--- config.mk ---
export PLATFORM = sky130hd
export DESIGN_NAME = branch_sequencer
export DESIGN_NICKNAME = d
export VERILOG_FILES = /design/src/rtl/branch_sequencer.sv
export SDC_FILE = /design/constraint.sdc
export NUM_CORES = 1
export LEC_CHECK = 0
export CAP_MARGIN = 0
export CORE_UTILIZATION = 26
export CTS_BUF_LIST = sky130_fd_sc_hd__clkbuf_2
export DETAILED_ROUTE_END_ITERATION = 6
export PLACE_DENSITY_LB_ADDON = 0.12
export SLEW_MARGIN = 5
export SYNTH_ARGS = -nofsm -noshare
export SYNTH_HDL_FRONTEND = slang
export SYNTH_SLANG_ARGS = --single-unit
--- constraint.sdc ---
create_clock -name Clock -period 1.85 [get_ports Clock]
set_input_delay 0.37 -clock Clock [delete_from_list [all_inputs] [get_ports Clock]]
set_output_delay 0.37 -clock Clock [all_outputs]
set_load 0.03 [all_outputs]
--- src/rtl/branch_sequencer.sv ---
// Control-step sequencer (T0..T6) for the brzr/brnz/brpl/brmi branch instruction class.
// Optional macro BRANCH_SKIP_EN: a not-taken legal branch goes from T3 straight to T6.
module branch_sequencer #(
    parameter int unsigned                 DATA_WIDTH    = 32,
    parameter int unsigned                 OPCODE_WIDTH  = 5,
    parameter logic [OPCODE_WIDTH-1:0]     BRANCH_OPCODE = OPCODE_WIDTH'(5'b10010)
) (
    input  logic                  Clock,
    input  logic                  Clear,
    input  logic                  Start,
    input  logic                  MemReady,
    input  logic [DATA_WIDTH-1:0] IR,
    input  logic [DATA_WIDTH-1:0] BusMuxOut,
    output logic                  PCout,
    output logic                  Zlowout,
    output logic                  MDRout,
    output logic                  MARin,
    output logic                  Zin,
    output logic                  PCin,
    output logic                  MDRin,
    output logic                  IRin,
    output logic                  Yin,
    output logic                  IncPC,
    output logic                  Read,
    output logic                  Gra,
    output logic                  Rout,
    output logic                  Cout,
    output logic                  CONin,
    output logic                  ADD,
    output logic                  Con,
    output logic                  Busy,
    output logic                  Done,
    output logic                  Illegal
);
    localparam int unsigned C2_MSB = DATA_WIDTH - 12;

    typedef enum logic [2:0] {
        IDLE, T0, T1, T2, T3, T4, T5, T6
    } state_t;

    state_t                  state;
    state_t                  next_state;
    logic                    con_next;
    logic                    cond;
    logic                    legal;
    logic                    bus_zero;
    logic                    bus_msb;
    logic [OPCODE_WIDTH-1:0] opcode;
    logic [1:0]              c2;
    logic                    unused_ir;

    assign opcode    = IR[DATA_WIDTH-1 -: OPCODE_WIDTH];
    assign c2        = IR[C2_MSB -: 2];
    assign legal     = (opcode == BRANCH_OPCODE);
    assign bus_zero  = (BusMuxOut == '0);
    assign bus_msb   = BusMuxOut[DATA_WIDTH-1];
    assign unused_ir = ^IR;

    // Branch condition selected by C2[1:0]
    always_comb begin
        cond = 1'b0;
        case (c2)
            2'b00:   cond = bus_zero;
            2'b01:   cond = !bus_zero;
            2'b10:   cond = !bus_msb && !bus_zero;
            default: cond = bus_msb;
        endcase
    end

    // Next state and next Con; Con only changes on the T3 exit
    always_comb begin
        next_state = state;
        con_next   = Con;
        case (state)
            IDLE: if (Start) next_state = T0;
            T0:   next_state = T1;
            T1:   if (MemReady) next_state = T2;
            T2:   next_state = T3;
            T3: begin
                con_next = legal && cond;
                if (!legal) begin
                    next_state = IDLE;
`ifdef BRANCH_SKIP_EN
                end else if (!cond) begin
                    next_state = T6;
`endif
                end else begin
                    next_state = T4;
                end
            end
            T4:      next_state = T5;
            T5:      next_state = T6;
            T6:      next_state = IDLE;
            default: next_state = IDLE;
        endcase
    end

    // Strobes are registered from the next state so they line up with the state register
    always_ff @(posedge Clock or posedge Clear) begin
        if (Clear) begin
            state   <= IDLE;
            Con     <= 1'b0;
            PCout   <= 1'b0;
            Zlowout <= 1'b0;
            MDRout  <= 1'b0;
            MARin   <= 1'b0;
            Zin     <= 1'b0;
            PCin    <= 1'b0;
            MDRin   <= 1'b0;
            IRin    <= 1'b0;
            Yin     <= 1'b0;
            IncPC   <= 1'b0;
            Read    <= 1'b0;
            Gra     <= 1'b0;
            Rout    <= 1'b0;
            Cout    <= 1'b0;
            CONin   <= 1'b0;
            ADD     <= 1'b0;
            Busy    <= 1'b0;
            Done    <= 1'b0;
        end else begin
            state   <= next_state;
            Con     <= con_next;
            PCout   <= (next_state == T0) || (next_state == T4);
            Zlowout <= (next_state == T1) || (next_state == T6);
            MDRout  <= (next_state == T2);
            MARin   <= (next_state == T0);
            Zin     <= (next_state == T0) || (next_state == T5);
            PCin    <= (next_state == T1) || ((next_state == T6) && con_next);
            MDRin   <= (next_state == T1);
            IRin    <= (next_state == T2);
            Yin     <= (next_state == T4);
            IncPC   <= (next_state == T0);
            Read    <= (next_state == T1);
            Gra     <= (next_state == T3);
            Rout    <= (next_state == T3);
            Cout    <= (next_state == T5);
            CONin   <= (next_state == T3);
            ADD     <= (next_state == T5);
            Busy    <= (next_state != IDLE);
            Done    <= (next_state == T6);
        end
    end

    // IR is only loaded at the T2 exit, so the opcode check has to be combinational in T3
    assign Illegal = (state == T3) && !legal;

endmodule

[After elaboration in Yosys (flattened, before gate mapping)]
Cells that the tools add are included.
Cells by class
  equality and inequality tests: 17
  multiplexer cells: 6
  reduce and logical (&&, ||, !) cells: 15
Operators with widths (number)
  $logic_not 32->1: 1
  $eq 3x3->1 const B: 8
  $pmux 3 s8: 1
  $eq 3x2->1 const B: 4
  $mux 3: 3
  $eq 3x1->1 const B: 2
  $eq 5x5->1 const B: 1
  $logic_and 1x1->1: 4
  $logic_or 1x1->1: 4
  $logic_not 1->1: 3
  $logic_not 3->1: 1
  $pmux 1 s3: 1
  $reduce_bool 3->1: 1
  $eq 2x1->1 const B: 1
  $eq 2x2->1 const B: 1
  $logic_not 2->1: 1
  $mux 1: 1
Storage, ports and cells
  flip-flop bits (word level): 16
  bits of input ports: 68
  word-level logic and storage cells: 52

[Longest topological paths before layout]
  depth in word-level cells: 8
  mapped depth: 6
  gate-level depth less buffers: 4

[Worst setup path after synthesis]
OpenSTA, ideal clock, no wires.
  kind: flip-flop to flip-flop
  start point: reg state[1]
  end point: reg PCin
  library setup time: 0.082 ns
  arrival: 1.877 ns
  setup slack: -0.109 ns
  stages on the path, launching flop included: 7
  clock period less this slack: 1.959 ns
  path through: dfrtp_1 > buf_4 > or3b_1 > clkbuf_2 > or4b_1 > or3_1 > a31oi_1
On the way
  longest elaborated chain between the ends: 5
  elaborated cells between the ends (all ways): 16
  classes of those cells: eq/ne (9); mux (4); reduce/logical (3)
RTL lines
  start: declaration: RTL line 41  | state_t state;
  start signal: assignment: RTL line 122  | state <= next_state;
  $eq 3x3->1, or another cell as far along: RTL line 74  | case (state)
  $pmux 3 s8: RTL line 74
  $eq 3x3->1: RTL line 129  | PCin <= (next_state == T1) || ((next_state == T6) && con_next);
  $logic_and 1x1->1: RTL line 129
  $logic_or 1x1->1 *: RTL line 129
  end signal: assignment: RTL line 129
  end: declaration: RTL line 19  | output logic PCin,
Every way passes the cells marked *; elsewhere a longest branch is shown, timed or not.

[Worst setup path in the final report]
  start point: reg state[0]
  end point: reg PCin
The elaborated chain is that of the path after synthesis.

==> results.json <==
{
  "tightest_slew_ps": 575,
  "dr_total_vias": 810,
  "clockPowerShare": 0.090,
  "die_w_um": 57.5,
  "root_buffer": "clkbuf_2",
  "routed_wl_um": 2080,
  "grt_pass1_wl_um": 3640,
  "critPathSlowestCell": "or4b_1",
  "worstSetupEndpointType": "flip-flop",
  "synthToLayoutAreaGrowth_pct": 83.9,
  "p_seq_frac": 0.309,
  "worst_hold_path_type": "in2async",
  "placed_cells_incl_taps": 172,
  "relSlewSlack": 0.616,
  "yosysTopAreaCell": "dfrtp_1",
  "cts_buffer_depth": 2,
  "p_int_mw": 0.967,
  "layoutNonFillerInstCount": 176,
  "p_sw_frac": 0.406,
  "drc_errors": 2,
  "max_stage_delay_ps": 450,
  "violations": "design-rule violations",
  "critical_path_required_ps": 2060,
  "clk_pin_slew_ps": 140,
  "peakVddDrop_v": 0.000707,
  "fin_crit_sh": 0.989,
  "gp_congestion": 0.727,
  "wire_per_inst_um": 11.8,
  "grt_pass1_vias": 860,
  "overflow": 0,
  "place_ws_ps": -700,
  "n_antenna_cell": 0,
  "ios": 88,
  "crit_chain": "or3b_4, or4b_1, or3_1, a31oi_1",
  "hpwl_um": 1790,
  "synth_cell_type_count": 30,
  "fin_skew_ps": 3.54,
  "dr.pass1.iters": 6,
  "vias_per_cell": 4.60,
  "yosys_warnings": 0,
  "powerDensity_mw_per_mm2": 1110,
  "syn_avg_cell_area_sq_um": 10.3,
  "syn-num-nets": 146,
  "cts_tree": "done",
  "h-tree-depth": 1,
  "r2r_start": "state[0]",
  "rsz0062_at_grt": "true",
  "setup_violations": 0,
  "drtIter0Drc": 12,
  "final_cell_mix": "57 x clkdlybuf4s50_1, 16 x dfrtp_1, 10 x buf_4",
  "outcome": "finished with violations",
  "critPathLaunchType": "flip-flop",
  "reg2reg_depth": 4,
  "period_needed_ps": 1830,
  "die_area_sq_mm": 0.00330,
  "synth_area_sq_um": 800,
  "antenna_found_initial": 0,
  "finalMaxSlewViolations": 0,
  "grt_max_degree": 17,
  "synthXorXnorAreaFrac": 0.0110,
  "port_buffers": 62,
  "grt_usage": 0.142,
  "synthTopCellsByArea": "dfrtp_1 50%, nor4_1 7.0%, buf_4 6.6%, nor2_1 3.8%, nand2b_1 2.3%",
  "synthMuxAreaShare": 0,
  "synth_top_family_by_area": "simple AND/OR/NAND/NOR gates",
  "cp_num_cells": 4,
  "critPathTopFamily": "simple AND/OR/NAND/NOR gates",
  "yosys.area_share.adder": 0,
  "maxCapViolations": 0,
  "critPathKind": "reg2reg",
  "startpoint": "state[0]",
  "clk-insertion-delay-late_ps": 270,
  "rows": 19,
  "layout.nets": 214,
  "syn_inst": 78,
  "hold_viol": 0,
  "drive_gt1_frac": 0.179,
  "ys_seq_area_frac": 0.501,
  "combPwrFrac": 0.601,
  "start_util": 0.283,
  "die_y_um": 57.5,
  "cts_hold_buf": 0,
  "ant_nets": 0,
  "synthSimpleGateAreaFrac": 0.310,
  "setup_slack_ps": 19.9,
  "p_leak_nw": 0.626,
  "yosys_register_bits": 16,
  "fmax_ghz": 0.546,
  "switchingPower_mw": 0.660,
  "synth_compound_area_frac": 0.0782,
  "cp_max_fo": 4,
  "critPathBufInv": 0,
  "cts-buffers-inserted": 3,
  "clkSinkCount": 16,
  "crit_arrival_ps": 2040,
  "final_common_cell": "clkdlybuf4s50_1",
  "synth_top_area_frac": 0.501,
  "coreArea_sq_mm": 0.00283
}
## sequential cells by signal (all words and copies together), names as in the netlist
register	count
Zin	1
Yin	1
PCin	1
Done	1
state	3
Busy	1
PCout	1
ADD	1
Read	1
IncPC	1
Zlowout	1
Con	1
CONin	1
IRin	1
## cells by family after synthesis
logic type             Yosys count
AO/OA/AOI/OAI                    9
XOR/XNOR                         1
flip-flops                      16
buffers and inverters           12
AND/OR/NAND/NOR                 40
## power by group through the flow
stage | Clock [mW] | Combinational [mW] | Sequential, mW
global route | 0.173 | 1.04 | 0.519
detailed placement | 0 | 0.988 | 0.512
CTS | 0.156 | 0.986 | 0.506
global placement | 0 | 0.977 | 0.508
finish | 0.146 | 0.978 | 0.503
floorplan | 0 | 0.430 | 0.690
## through the flow
stage          hold WS (ps)  instance area (sq um)   util  power [mW]  setup TNS (ps)
3_3_place_gp            529                   1470  0.518        1.48           -3080
4_1_cts                 444                   1470  0.520        1.65           -20.0
5_1_grt                 467                   1470  0.520        1.73           -89.1
2_1_floorplan           284                    803      -        1.12            -115
6_report                437                   1470  0.520        1.63               0
3_5_place_dp            553                   1470  0.518        1.50           -3530
## layer usage
| metal | vias to the layer above | part of all wire | track usage | wire length, um |
|---|---|---|---|---|
| li1 | 409 | - | - | - |
| met1 | 375 | 0.41 | 0.157 | 862 |
| met2 | 24 | 0.53 | 0.266 | 1090 |
| met3 | 2 | 0.056 | 0.0454 | 116 |
| met4 | 0 | 0.0038 | 0.0279 | 8 |
| met5 | - | 0 | 0 | 0 |
## worst paths after layout
path                            slack [ps]     to
worst max-delay path                    20   PCin
worst min-delay path                   440   PCin
worst max register to register          20   PCin
worst min register to register         580  CONin
max in group asynchronous             1040  CONin
min in group Clock                     490    Yin
## timing repair
item / CTS / global route
buffers inserted: 0 / 0
pin swaps: 4 / 2
resized for setup: 18 / 0
gates cloned: 0 / 0
setup endpoints to repair: 6 / 2
## cell usage after synthesis
library cell and count:
nand3_1 2, nor4_1 9, and3_2 1, a2111oi_0 1, a21oi_1 2, buf_6 1
nor2b_1 3, a211oi_1 1, or3_1 2, o21ai_0 1, nand2_1 1, a311oi_1 1
nand2b_1 3, xor2_1 1, a22oi_1 1, a31oi_1 1, or3b_1 1, or2_2 2
inv_1 3, clkbuf_2 1, and2_2 1, dfrtp_1 16, nor2_1 8, nand4_1 2
or3b_2 2, or4b_1 1, or4bb_1 1, and3b_2 1, buf_4 7, a221oi_1 1
## area by class of cell
type                       count  area [sq um]
tap                           31          38.8
clock buffer                   3          15.0
sequential                    16           400
timing repair buffer          72           676
inverter                       3          11.3
fill                         282          1360
multi-input combinational     50           325
clock inverter                 1          3.75
Power figures use the tool's default switching activity.
